<file path="src/rtl/sound_event_queue.sv">
// Turns rising edges on the sound trigger/stop ports into a FIFO of start/stop events.
// Optional macro SOUND_EVT_DROP_COUNT_EN builds the saturating coalesced-edge counter.
module sound_event_queue #(
    parameter int unsigned CHANNELS = 16,
    parameter int unsigned DEPTH    = 8
) (
    input  logic                      clk_sys,
    input  logic                      reset_n,
    input  logic                      cpu_ena,
    input  logic [CHANNELS-1:0]       trig_in,
    input  logic [CHANNELS-1:0]       stop_in,
    input  logic                      pause,
    input  logic                      evt_ready,
    output logic                      evt_valid,
    output logic [3:0]                evt_chan,
    output logic                      evt_start,
    output logic [$clog2(DEPTH):0]    level,
    output logic                      overflow,
    input  logic                      clear_ovf,
    output logic [15:0]               drop_count
);

    localparam int unsigned AW = $clog2(DEPTH);
    localparam int unsigned LW = AW + 1;

    logic                first;
    logic [CHANNELS-1:0] prev_trig, prev_stop;
    logic [CHANNELS-1:0] pend_start, pend_stop;
    logic [AW-1:0]       wr_ptr, rd_ptr;
    logic [3:0]          mem_chan [DEPTH];
    logic                mem_start [DEPTH];

    logic [CHANNELS-1:0] rise_t, rise_s;
    logic [CHANNELS-1:0] onehot, clr_start, clr_stop;
    logic [CHANNELS-1:0] coal_t, coal_s;
    logic [3:0]          sel;
    logic                hit, sel_stop;
    logic                full, push, pop, new_ovf;

    // Edge detect; the first enabled sample after reset only primes prev.
    always_comb begin
        rise_t = '0;
        rise_s = '0;
        if (cpu_ena && !first) begin
            rise_t = trig_in & ~prev_trig;
            rise_s = stop_in & ~prev_stop;
        end
    end

    // Lowest-index pending channel wins; stop takes precedence over start.
    always_comb begin
        hit      = 1'b0;
        sel      = '0;
        sel_stop = 1'b0;
        onehot   = '0;
        for (int i = int'(CHANNELS) - 1; i >= 0; i--) begin
            if (pend_stop[i] || pend_start[i]) begin
                hit       = 1'b1;
                sel       = 4'(i);
                sel_stop  = pend_stop[i];
                onehot    = '0;
                onehot[i] = 1'b1;
            end
        end
    end

    assign evt_valid = (level != '0) && !pause;
    assign evt_chan  = mem_chan[rd_ptr];
    assign evt_start = mem_start[rd_ptr];
    assign pop       = evt_valid && evt_ready;
    assign full      = (level == LW'(DEPTH));
    assign push      = hit && (!full || pop);
    assign clr_stop  = (push && sel_stop)  ? onehot : '0;
    assign clr_start = (push && !sel_stop) ? onehot : '0;
    assign coal_t    = rise_t & pend_start & ~clr_start;
    assign coal_s    = rise_s & pend_stop & ~clr_stop;
    assign new_ovf   = |{coal_t, coal_s};

    always_ff @(posedge clk_sys or negedge reset_n) begin
        if (!reset_n) begin
            first      <= 1'b1;
            prev_trig  <= '0;
            prev_stop  <= '0;
            pend_start <= '0;
            pend_stop  <= '0;
            wr_ptr     <= '0;
            rd_ptr     <= '0;
            level      <= '0;
            overflow   <= 1'b0;
            for (int i = 0; i < int'(DEPTH); i++) begin
                mem_chan[i]  <= '0;
                mem_start[i] <= 1'b0;
            end
        end else begin
            if (cpu_ena) begin
                first     <= 1'b0;
                prev_trig <= trig_in;
                prev_stop <= stop_in;
            end
            // A rise in the same cycle as the scanner clears the bit keeps it set.
            pend_start <= (pend_start & ~clr_start) | rise_t;
            pend_stop  <= (pend_stop & ~clr_stop) | rise_s;
            if (push) begin
                mem_chan[wr_ptr]  <= sel;
                mem_start[wr_ptr] <= !sel_stop;
                wr_ptr            <= wr_ptr + AW'(1);
            end
            if (pop) rd_ptr <= rd_ptr + AW'(1);
            case ({push, pop})
                2'b10:   level <= level + LW'(1);
                2'b01:   level <= level - LW'(1);
                default: level <= level;
            endcase
            overflow <= new_ovf || (overflow && !clear_ovf);
        end
    end

`ifdef SOUND_EVT_DROP_COUNT_EN
    logic [5:0]  n_coal;
    logic [15:0] drop_q;
    logic [16:0] drop_sum;

    always_comb begin
        n_coal = '0;
        for (int i = 0; i < int'(CHANNELS); i++)
            n_coal = n_coal + 6'(coal_t[i]) + 6'(coal_s[i]);
        drop_sum = (clear_ovf ? 17'd0 : {1'b0, drop_q}) + 17'(n_coal);
    end

    // Saturates at 0xFFFF.
    always_ff @(posedge clk_sys or negedge reset_n) begin
        if (!reset_n) drop_q <= '0;
        else          drop_q <= drop_sum[16] ? 16'hFFFF : drop_sum[15:0];
    end

    assign drop_count = drop_q;
`else
    assign drop_count = '0;
`endif

endmodule

</file>
<file path="config.mk">
export PLATFORM = sky130hd
export DESIGN_NAME = sound_event_queue
export DESIGN_NICKNAME = d
export VERILOG_FILES = /design/src/rtl/sound_event_queue.sv
export SDC_FILE = /design/constraint.sdc
export NUM_CORES = 1
export LEC_CHECK = 0
export BUFFER_PORTS_ARGS = -buffer_cell sky130_fd_sc_hd__buf_2
export CAP_MARGIN = 20
export CORE_MARGIN = 2
export CORE_UTILIZATION = 53
export DETAILED_ROUTE_END_ITERATION = 12
export PLACE_DENSITY = 0.76
export SLEW_MARGIN = 25
export SYNTH_ARGS = -nofsm -noshare
export SYNTH_HDL_FRONTEND = slang
export SYNTH_SLANG_ARGS = --single-unit
</file>
<file path="constraint.sdc">
create_clock -name clk_sys -period 2.89 [get_ports clk_sys]
set_input_delay 0.1445 -clock clk_sys [delete_from_list [all_inputs] [get_ports clk_sys]]
set_output_delay 0.1445 -clock clk_sys [all_outputs]
set_load 0.02 [all_outputs]
</file>
# After elaboration in Yosys (flattened, before gate mapping)
# Index checks and enable logic that the tools add are counted.
# totals
out_inout_bits,27
in_bits,38
register_bits,116
elab_cells,166
# op_classes
n_lt_le_gt_ge,3
eq_ne,3
n_bitwise,16
n_mux,81
n_addsub,4
n_reduce_logical,34
# op_table
op,count
$mux W16,20
$and A16 B16 Y16,8
$mux W4,19
$not A16 Y16,4
$mux W1,35
$bwmux W32,1
$or A16 B16 Y16,2
$reduce_or A32 Y1,1
$logic_or A1 B1 Y1,18
$bmux W4 S3,1
$demux W4 S3,1
$bwmux W8,1
$ge A4 B4 Y1 const B,2
$logic_and A1 B1 Y1,8
$not A3 Y4,2
$pmux W4 S2,1
$add A3 B1 Y3 const B,2
$logic_not A1 Y1,5
$add A4 B1 Y4 const B,1
$eq A4 B4 Y1 const B,1
$lt A4 B1 Y1 const B,1
$reduce_bool A4 Y1,1
$sub A4 B1 Y4 const B,1
$bmux W1 S3,1
4 further kinds,4

# Longest topological paths before layout
# Gate-level depths: netlist (run 1).
# logic_depth
ltp_word,24
mapped_depth,12
mapped_depth_nobuf,11

# Worst setup path after synthesis (run 1)
# Ideal clock, no wire load.
# synth_timing
path_kind,reg-to-reg
start,reg pend_start[11]
end,reg level[3]
path_slack_ns,0.108
arrival_time_ns,2.702
path_buffers,0
path_stages_with_launch,11
synth_period_minus_slack_ns,2.782
required_ns,2.810
setup_time_ns,0.080
path_cell_list,dfrtp_1 -> or4_2 -> or2_2 -> nor2_1 -> nand3_1 -> inv_1 -> ha_1 -> a21o_1 -> a21oi_1 -> mux2i_1 -> xnor2_1
# synth_between
elab_chain_cells,16
word_cells_on_any_way,18
cone_classes,2 x eq/ne; 13 x mux; 3 x reduce/logical
# synth_rtl
element,line,text
"start, declared",28,"logic [CHANNELS-1:0] pend_start, pend_stop;"
"start signal, assigned",101,pend_start <= (pend_start & ~clr_start) | rise_t;
$logic_or A1 B1 Y1 *,57,if (pend_stop[i] || pend_start[i]) begin
$mux W1 * (12 in series),57,
$logic_and A1 B1 Y1 *,72,assign push = hit && (!full || pop);
$eq A2 B1 Y1 or $eq A2 B2 Y1 (tied branches),109,"case ({push, pop})"
$pmux W4 S2 or $reduce_bool A2 Y1 (tied branches),--,
"end signal, assigned",110,2'b10: level <= level + LW'(1);
"end signal, assigned",111,2'b01: level <= level - LW'(1);
"end signal, assigned",112,default: level <= level;
"end, declared",17,"output logic [$clog2(DEPTH):0] level,"
# Every way passes the cells marked *; elsewhere a longest branch is shown, timed or not.
# A chain may end at the register's enable or synchronous reset.

# Final worst setup path (run 1)
# layout_timing
start,reg pend_stop[3]
end,reg overflow
# layout_between
elab_chain_cells,12
word_cells_on_any_way,26
cone_classes,14 x mux; 5 x bitwise; 7 x reduce/logical
# layout_rtl
element,line,text
"start, declared",28,
"start signal, assigned",102,pend_stop <= (pend_stop & ~clr_stop) | rise_s;
$logic_or A1 B1 Y1,57,
$mux W1 (4 in series),57,
$logic_and A1 B1 Y1 or $logic_not A1 Y1 (tied branches),"72, 74",
$logic_and A1 B1 Y1 (on tied branches),"74, 73",
$mux W16 (on tied branches),"74, 73",
$not A16 Y16 (on tied branches),"75, 76",
$and A16 B16 Y16 (on tied branches),"75, 76",
$reduce_or A32 Y1 *,77,"assign new_ovf = |{coal_t, coal_s};"
$logic_or A1 B1 Y1 *,114,overflow <= new_ovf || (overflow && !clear_ovf);
"end signal, assigned",114,
"end, declared",18,"output logic overflow,"
# Marks and branches as above.

==> results of run 1 <==
==> timing repair <==
item / 4_1_cts / 5_1_grt
setup endpoints to repair: 0 / 2
hold buffers: 33 / 0
setup buffers: 0 / 1
resized for setup: 0 / 10
hold endpoints to repair: 91 / 0
==> cell type report <==
type	instances	area, um^2	area share [%]
Sequential cell	116	2904	38.27
Clock buffer	22	494.2	6.513
Inverter	16	60.06	0.7914
Timing Repair Buffer	117	855.8	11.28
Tap cell	143	178.9	2.358
Clock inverter	10	55.05	0.7255
Multi-Input combinational cell	392	3040	40.07
==> per-layer routing <==
layer	routed length, um	part of all wire, %
met5	0	0
met3	709	4.6
met1	6391	42
met4	480	3.1
met2	7806	51
==> metrics by stage <==
step	setup slack [ns]	TNS (ns)	cells	area [um^2]
floorplan	0.1081	0	562	6186
global placement	0.05378	0	750	6660
detailed placement	0.08387	0	750	6660
CTS	0.05367	0	815	7540
global route	-0.005021	-0.005021	816	7589
finish	0.1150	0	816	7589
==> worst max-delay path, delay by kind of cell, from the launching register on <==
family                 cells  cell delay (ns)
AND/OR/NAND/NOR            4             1.06
AO/OA/AOI/OAI              4             0.92
buffers and inverters      1             0.21
flip-flops                 1             0.44
==> sequential cells by signal (all words and copies together), names as in the netlist <==
| signal | flops |
|---|---|
| wr_ptr | 3 |
| mem_start | 8 |
| prev_stop | 16 |
| first | 1 |
| level | 4 |
| prev_trig | 16 |
| overflow | 1 |
| rd_ptr | 3 |
| pend_start | 16 |
| mem_chan | 32 |
| pend_stop | 16 |
==> report_power, final <==
part | leakage [nW] | total [mW] | internal (mW) | switching, mW
clock network | 0.277 | 1.91 | 1.19 | 0.715
logic | 1.66 | 1.92 | 0.973 | 0.942
registers | 1.33 | 2.37 | 1.98 | 0.395
==> Yosys cell counts, types with 5 or more instances <==
cell type,n
mux2_2,78
nand3b_1,22
buf_1,7
inv_1,16
clkbuf_1,9
o31ai_1,9
or4_1,5
nand2b_1,11
nand4_1,6
mux4_2,10
o21ai_0,40
nand4b_1,8
nand2_1,38
dfrtp_1,115
or3_1,7
xnor2_1,5
nand3_1,5
nor4_1,6
a21oi_1,9
nor3_1,6
nor2_1,29
buf_4,17
nor2b_1,9
==> final timing paths <==
check	from	endpoint	depth (start not counted)
min in group asynchronous	reset_n	rd_ptr[2]	2
hold reg to reg	prev_stop[9]	prev_stop[9]	1
setup reg to reg	pend_stop[3]	overflow	9
hold / removal	evt_ready	rd_ptr[0]	3
setup / recovery	pend_stop[3]	overflow	9
max in group asynchronous	reset_n	prev_stop[2]	3
==> logic make-up after synthesis <==
group                      after synthesis  share of synthesized area (%)
and+or+nand+nor                        176                          16.70
DFF                                    116                          47.38
AOI/OAI and AO/OA                       99                          10.90
muxes                                   89                          18.17
buffers and inverters                   54                          4.654
xor gates and xnor gates                 7                          1.000
adders and majority gates                5                          1.143
other                                    1                        0.06118
==> summary.md, run 1 <==
| Metric | Value |
|---|---|
| CP max FO | 11 |
| Crit-path cells | nor2b_1 -> or4_4 -> nor3_2 -> a211oi_2 -> buf_4 -> o21ai_0 -> o22ai_1 -> o41ai_2 -> nand4_1 |
| Pwr dens | 816.7 nW/um^2 |
| Slowest CP cell | or4_4 |
| Reg-to-reg slack, setup | 0.11 ns |
| Port bufs | 48 |
| RSZ-0062 raised after global routing | true |
| Fin util | 66.74% |
| Via count | 4805 |
| TritonCTS buffer count | 17 |
| Met3 Track Usage GR | 5.389% |
| Pre-antenna DRT Iters | 6 |
| First-pass GRT wire length | 25.41 mm |
| CTS tree | done |
| Most frequent cells in the layout | dfrtp_1 (115), mux2_2 (78), buf_2 (47) |
| H-tree Lvls | 4 |
| Wire per inst | 18.86 um |
| Std-Cell Rows | 39 |
| Most common cell after layout, fill and taps aside | dfrtp_1 |
| Seq/Total Area, Yosys | 47.38% |
| Fraction of registers with async set/reset | 100.0% |
| Fin crit share | 96.02% |
| Number of synthesized register bits | 116 |
| Clock period minus worst slack | 2.775 ns |
| FILL cells | 865 |
| Cell variety after synth | 73 |
| GRT Total Usage | 26.01% |
| Routability cong. | 0.9771 |
| Post-detail-place hpwl | 11.02 mm |
| F_max | 360.4 MHz |
| Max incr delay on CP | 0.52 ns |
| CORE AREA | 11370 um^2 |
| Crit end category | flop |
| Post-route ant nets | 0 |
| Lkg Pwr | 3.268 nW |
| Main synth FF type | dfrtp_1 |
| Vias/cell | 5.888 |
| Syn. warnings | 0 |
| Final net count | 703 |
| Met1 Use GR | 31.86% |
| Average size of a mapped cell | 11.21 um^2 |
| Slew @ Worst Pin | 0.8266 ns |
| Synth Instances | 547 |
| Pwr Total | 6.197 mW |
| Synth-to-Final Area Change | 23.80% |
| Type of the worst setup path | flop to flop |
| Die footprint | 12440 um^2 |
| CTS root buf | clkbuf_16 |
| Remaining DRCs | 0 |
| Initial antenna violation count | 0 |
| Layout cell share with drive strength beyond 1 | 33.88% |
| WP data required | 3.16 ns |
| Maxcap violations | 0 |
| Routed Wire Length | 15.39 mm |
| Vias in the first global route | 5076 |
| Clk_skew | 0.006953 ns |
| Max clock buf depth | 2 |
| Slew headroom | 44.64% |
| WHS | 0.2623 ns |
| Pin count of the biggest net entering global routing | 63 |
| VDD IR max | 0.0007716 V |
| Num ports | 65 |
| GRT busiest layer | met2 |
| Chip width | 111.5 um |
| Worst EP arrival | 3.05 ns |
| Fin. Hold Viols | 0 |
| Yosys top cell area share | 46.95% |
| Die Height | 111.5 um |
| Synthesized cell area | 6130 um^2 |
| Crit start category | flop |
| Worst-path clk slew | 0.05 ns |
| Global route overflow | 0 |
| Final setup fails | 0 |
| Pins Over Slew Limit | 0 |
| Initial Utilization | 53.91% |
| Post-synth EDFFs | 0 |
| # diodes | 0 |
| Post-synth top area cell | dfrtp_1 |
| Iter 0 DRT Violations | 373 |
| Grt met2 use | 44.59% |
| Clk_lat worst skew | 0.41 ns |
| Clock sink total | 116 |
| Outcome | finished, final reports clean |
| Hold Path Class | input pin to flop |
| Synth area leaders | dfrtp_1 (47%), mux2_2 (14%), mux4_2 (3.7%) |
Power figures use the tool's default switching activity.
==> run 2: changes to the inputs <==
==> constraint.sdc (replaced) <==
create_clock -name clk_sys -period 2.89 [get_ports clk_sys]
set_input_delay 0.1445 -clock clk_sys [delete_from_list [all_inputs] [get_ports clk_sys]]
set_output_delay 0.1445 -clock clk_sys [all_outputs]
set_load 0.1 [all_outputs]
==> run 2 against run 1 <==
Compared with the run above: sequential power hardly changed; die area is the same; non-clock buffer count increased by 8; setup slack improved by 0.065 ns; clock power grew 16%; first-iteration DRC count down 7.0%; flip-flop and latch count did not move; critical path type unchanged.
==> summary.md, run 2 (same netlist as run 1, synthesis figures left out) <==
| Metric | Value |
|---|---|
| Outcome | finished, final reports clean |
| Clk_lat worst skew | 0.42 ns |
| Fin util | 68.48% |
| Fin. Hold Viols | 0 |
| Maxcap violations | 0 |
| Clock period minus worst slack | 2.710 ns |
| Vias/cell | 5.800 |
| Placed cell count | 755 |
| Worst R2R Start | pend_start[13] |
| F_max | 369.1 MHz |
| Wire per inst | 18.48 um |
| Worst R2R End | mem_chan[20] |
| FILL cells | 838 |
| Slew @ Worst Pin | 1.017 ns |
| TritonCTS buffer count | 17 |
| Fin crit share | 93.76% |
| Initial Utilization | 53.91% |
| Pin count of the biggest net entering global routing | 63 |
| Initial antenna violation count | 0 |
| Clock sink total | 116 |
| Crit end category | flop |
| Hold Path Class | input pin to flop |
| Combinational Power Share | 35.8% |
| Worst EP arrival | 3.01 ns |
| Vias in the first global route | 4987 |
| Slew headroom | 31.56% |
| Remaining DRCs | 0 |
| Die footprint | 12440 um^2 |
| Post-detail-place hpwl | 11.08 mm |
| Lkg Pwr | 3.349 nW |
| Reg-to-reg slack, setup | 0.18 ns |
| WHS Endpoint | first |
| # diodes | 0 |
| Internal | 4.489 mW |
| Chip width | 111.5 um |
| Post-DP Area | 6731 um^2 |
| R2R depth | 8 |
| Pins Over Slew Limit | 0 |
| WHS | 0.1004 ns |
| Max clock buf depth | 2 |
| Via count | 4779 |
| CORE AREA | 11370 um^2 |
| GRT Total Usage | 25.72% |
| Max reg flops | 32 |
| H-tree Lvls | 4 |
| Die Height | 111.5 um |
| Pwr dens | 915.3 nW/um^2 |
| Reg with most FFs | mem_chan |
| Clk_skew | 0.006291 ns |
| Non-filler cells, final | 824 |
| Routability cong. | 0.9343 |
| Routed Wire Length | 15.23 mm |
| Layout cell share with drive strength beyond 1 | 35.83% |
| Worst-path clk slew | 0.05 ns |
| Num ports | 65 |
| VDD IR max | 0.001000 V |
| Hold_sp | cpu_ena |
| Std-Cell Rows | 39 |
| Final instance area | 7786 um^2 |
| Sequential Power Share | 33.3% |
| RSZ-0062 raised after global routing | false |
| Most common cell after layout, fill and taps aside | dfrtp_1 |
| Synth-to-Final Area Change | 27.03% |
| Pre-antenna DRT Iters | 4 |
| Final net count | 711 |
| Crit start category | flop |
| Global route overflow | 0 |
| CTS root buf | clkbuf_16 |
| Hold Crit Depth | 3 |
| Final setup fails | 0 |
| Setup TNS after final layout | 0 ns |
| Iter 0 DRT Violations | 347 |
| Sw frac | 37.00% |
| Psw | 2.637 mW |
| CTS tree | done |
| CP max FO | 8 |
| Port bufs | 48 |
| Clock Power Share | 31.0% |
| First-pass GRT wire length | 24.84 mm |
| Post-route ant nets | 0 |
| WP data required | 3.19 ns |
| Type of the worst setup path | flop to flop |
| Most frequent cells in the layout | dfrtp_1 (111), mux2_2 (78), buf_2 (47) |
==> run 2: cell types whose count changed in the layout (fill, tap and decap cells not counted), sizes merged <==
| cell | change |
|---|---|
| buf | +8 |
| bufinv | +3 |
| clkbuf | +2 |
| clkinv | -5 |
==> run 2: power by group through the flow <==
| stage | Combinational (mW) | Sequential [mW] | Clock, mW |
|---|---|---|---|
| after floorplan | 1.89 | 2.39 | 0 |
| after global placement | 2.42 | 2.35 | 0 |
| after detailed placement | 2.49 | 2.39 | 0 |
| after CTS | 2.54 | 2.37 | 2.24 |
| after global routing | 2.70 | 2.44 | 2.30 |
| final | 2.55 | 2.37 | 2.21 |
==> run 2: layout make-up <==
cell class	instances	area, um^2	share of cell area, %
clock buffers	24	511.7	6.572
clock inverters	8	120.1	1.543
inverters	16	60.06	0.7713
multi-input cells	392	3083	39.60
flip-flops and latches	116	2917	37.46
well taps	143	178.9	2.298
repair buffers	125	915.9	11.76
==> run 2: what timing repair did <==
action / 4_1_cts / 5_1_grt
setup endpoints to repair: 2 / 2
hold buffers: 33 / 0
pin swaps: 1 / 3
endpoints found under the hold margin: 99 / 0
gates resized for setup: 4 / 13
setup buffers: 0 / 4
==> run 2: per-stage QoR <==
stage | power (mW) | setup WS, ns
after global routing | 7.435 | 0.02843
after global placement | 4.770 | -0.05537
after CTS | 7.145 | -0.002508
after detailed placement | 4.878 | -0.03542
after floorplan | 4.280 | 0.01919
final | 7.126 | 0.1804
==> run 2: critical path, stage by stage (launching register included) <==
cell and delay, ns:
dfrtp_1 0.42, nor2_1 0.22, o31ai_1 0.14, a211oi_1 0.26, o31ai_1 0.11, and3_1 0.20
o41ai_1 0.57, a21oi_1 0.33, mux2_2 0.36
==> run 2: routing by layer <==
metal	part of all wire [%]	global-route usage (%)	vias up	routed length, um
li1	-	-	2233	-
met1	41	31.15	2356	6245
met2	52	45.20	154	7908
met3	4.4	5.171	36	663
met4	2.7	10.37	0	407
met5	0	0	-	0
==> run 2: how the worst max path moves through the flow <==
stage | start | end | depth (start not counted)
floorplan | level[1] | level[3] | 12
global placement | pend_start[11] | overflow | 9
detailed placement | pend_start[2] | overflow | 9
CTS | pend_start[11] | overflow | 9
global route | level[2] | level[3] | 11
finish | pend_start[13] | mem_chan[20] | 8
==> run 3: changes to the inputs <==
Settings changed: CELL_PAD_IN_SITES_DETAIL_PLACEMENT from default to 1, CELL_PAD_IN_SITES_GLOBAL_PLACEMENT from default to 2, CORE_UTILIZATION 53 to 35, CTS_BUF_LIST from default to sky130_fd_sc_hd__clkbuf_4 sky130_fd_sc_hd__clkbuf_8 sky130_fd_sc_hd__clkbuf_16, PLACE_DENSITY 0.76 to 0.75.
==> run 3 against run 2 <==
Compared with the run above: final cell count rose by 11%; setup slack got worse by 0.065 ns; wire length rose by 18%; clock skew up 0.0027 ns.
==> summary.md, run 3 (same netlist as run 1, synthesis figures left out) <==
| Metric | Value |
|---|---|
| Final worst slack | 0.1156 ns |
| Non-filler cells, final | 911 |
| Maxcap violations | 0 |
| Sequential standard cell area | 2919 um^2 |
| Crit-path cells | or4_1 -> or2_1 -> o31ai_4 -> buf_4 -> nor3_1 -> a32oi_1 -> nor4_2 -> nand4_1 |
| Fin util | 46.18% |
| Post-detail-place hpwl | 12.78 mm |
| Final net count | 716 |
| Final setup fails | 0 |
| TritonCTS buffer count | 17 |
| CORE AREA | 17240 um^2 |
| Post-route ant nets | 0 |
| Slew headroom | 38.17% |
| Die Height | 136.3 um |
| WP data required | 3.24 ns |
| CP max FO | 9 |
| Setup TNS after final layout | 0 ns |
| Type of the worst setup path | flop to flop |
| WHS | 0.2564 ns |
| Reg with most FFs | mem_chan |
| H-tree Lvls | 4 |
| Pwr Total | 7.206 mW |
| Area of the multi-input gates | 3133 um^2 |
| GRT Total Usage | 20.70% |
| Pins Over Slew Limit | 0 |
| Initial antenna violation count | 0 |
| Crit end category | flop |
| Pin count of the biggest net entering global routing | 70 |
| Clock sink total | 116 |
| Chip width | 136.3 um |
| Initial Utilization | 35.56% |
| Clk_skew | 0.008948 ns |
| Remaining DRCs | 0 |
| First-pass GRT wire length | 28.95 mm |
| Clock period minus worst slack | 2.774 ns |
| FILL cells | 1845 |
| Worst EP arrival | 3.13 ns |
| Pwr dens | 905.3 nW/um^2 |
| F_max | 360.4 MHz |
| Routed Wire Length | 17.97 mm |
| Most frequent cells in the layout | dfrtp_1 (109), mux2_2 (78), buf_4 (48) |
| Wire per inst | 19.73 um |
| Slowest CP cell | or4_1 |
| Clk_lat worst skew | 0.42 ns |
| Outcome | finished, final reports clean |
| # diodes | 0 |
| Iter 0 DRT Violations | 289 |
| Crit start category | flop |
| Worst-path clk slew | 0.06 ns |
| Fin crit share | 96.00% |
| Pre-antenna DRT Iters | 4 |
| Vias in the first global route | 5267 |
| Synth-to-Final Area Change | 29.86% |
| VDD IR max | 0.0005342 V |
| Slew @ Worst Pin | 0.9251 ns |
| Setup WS pre-CTS | 0.03488 ns |
| Die footprint | 18590 um^2 |
| Std-Cell Rows | 48 |
| Max incr delay on CP | 0.62 ns |
| Vias/cell | 5.237 |
| CTS root buf | clkbuf_16 |
| Port bufs | 48 |
| RSZ-0062 raised after global routing | false |
| Max reg flops | 32 |
| Routability cong. | 0.8390 |
| Fin. Hold Viols | 0 |
| Most common cell after layout, fill and taps aside | dfrtp_1 |
| Num ports | 65 |
| Max clock buf depth | 2 |
| Placed cell count | 844 |
| Global route overflow | 0 |
| Via count | 4771 |
| Lkg Pwr | 3.374 nW |
| Post-DP Area | 6893 um^2 |
| Layout cell share with drive strength beyond 1 | 38.19% |
| Final instance area | 7960 um^2 |
| Hold Path Class | input pin to flop |
| CTS tree | done |
run 3: final timing paths:
| kind | start | end | slack, ns | cells after the start |
|---|---|---|---|---|
| max | pend_start[13] | overflow | 0.12 | 8 |
| min | evt_ready | rd_ptr[0] | 0.26 | 3 |
| max reg2reg | pend_start[13] | overflow | 0.12 | 8 |
| min reg2reg | first | first | 0.50 | 1 |
| max in group asynchronous | reset_n | level[0] | 1.77 | 3 |
| min in group asynchronous | reset_n | prev_trig[15] | 0.30 | 2 |
run 3: timing repair:
action	4_1_cts	5_1_grt
cloned	0	0
endpoints found under the setup margin	1	8
hold endpoints to repair	86	0
gates resized for setup	1	28
pin swaps	0	6
buffers inserted	0	2
hold buffers	33	0
run 3: power by group:
part	total [mW]	leakage, nW	switching (mW)	internal (mW)
Clock	2.17	0.295	0.798	1.37
Combinational	2.63	1.75	1.61	1.02
Sequential	2.40	1.33	0.409	2.00
Total	7.21	3.37	2.82	4.39
run 3: critical path, delay by kind of cell (launching register included):
family | cells | cell delay (ns)
and+or+nand+nor | 5 | 1.23
AOI/OAI and AO/OA | 2 | 0.78
DFF | 1 | 0.42
buffers and inverters | 1 | 0.29
run 3: area by class of cell:
cell class | instances | share of cell area [%]
well taps | 225 | 3.537
repair buffers | 130 | 12.02
clock inverters | 14 | 2.216
multi-input cells | 392 | 39.36
clock buffers | 18 | 5.439
inverters | 16 | 0.7545
flip-flops and latches | 116 | 36.67
run 3: metal layers:
metal,global-route usage [%],share of wire [%],vias to the layer above
met2,34.76,49,67
met5,0,0,-
met4,6.076,1.5,0
met1,27.12,47,2443
met3,4.027,2.2,21
li1,-,-,2240
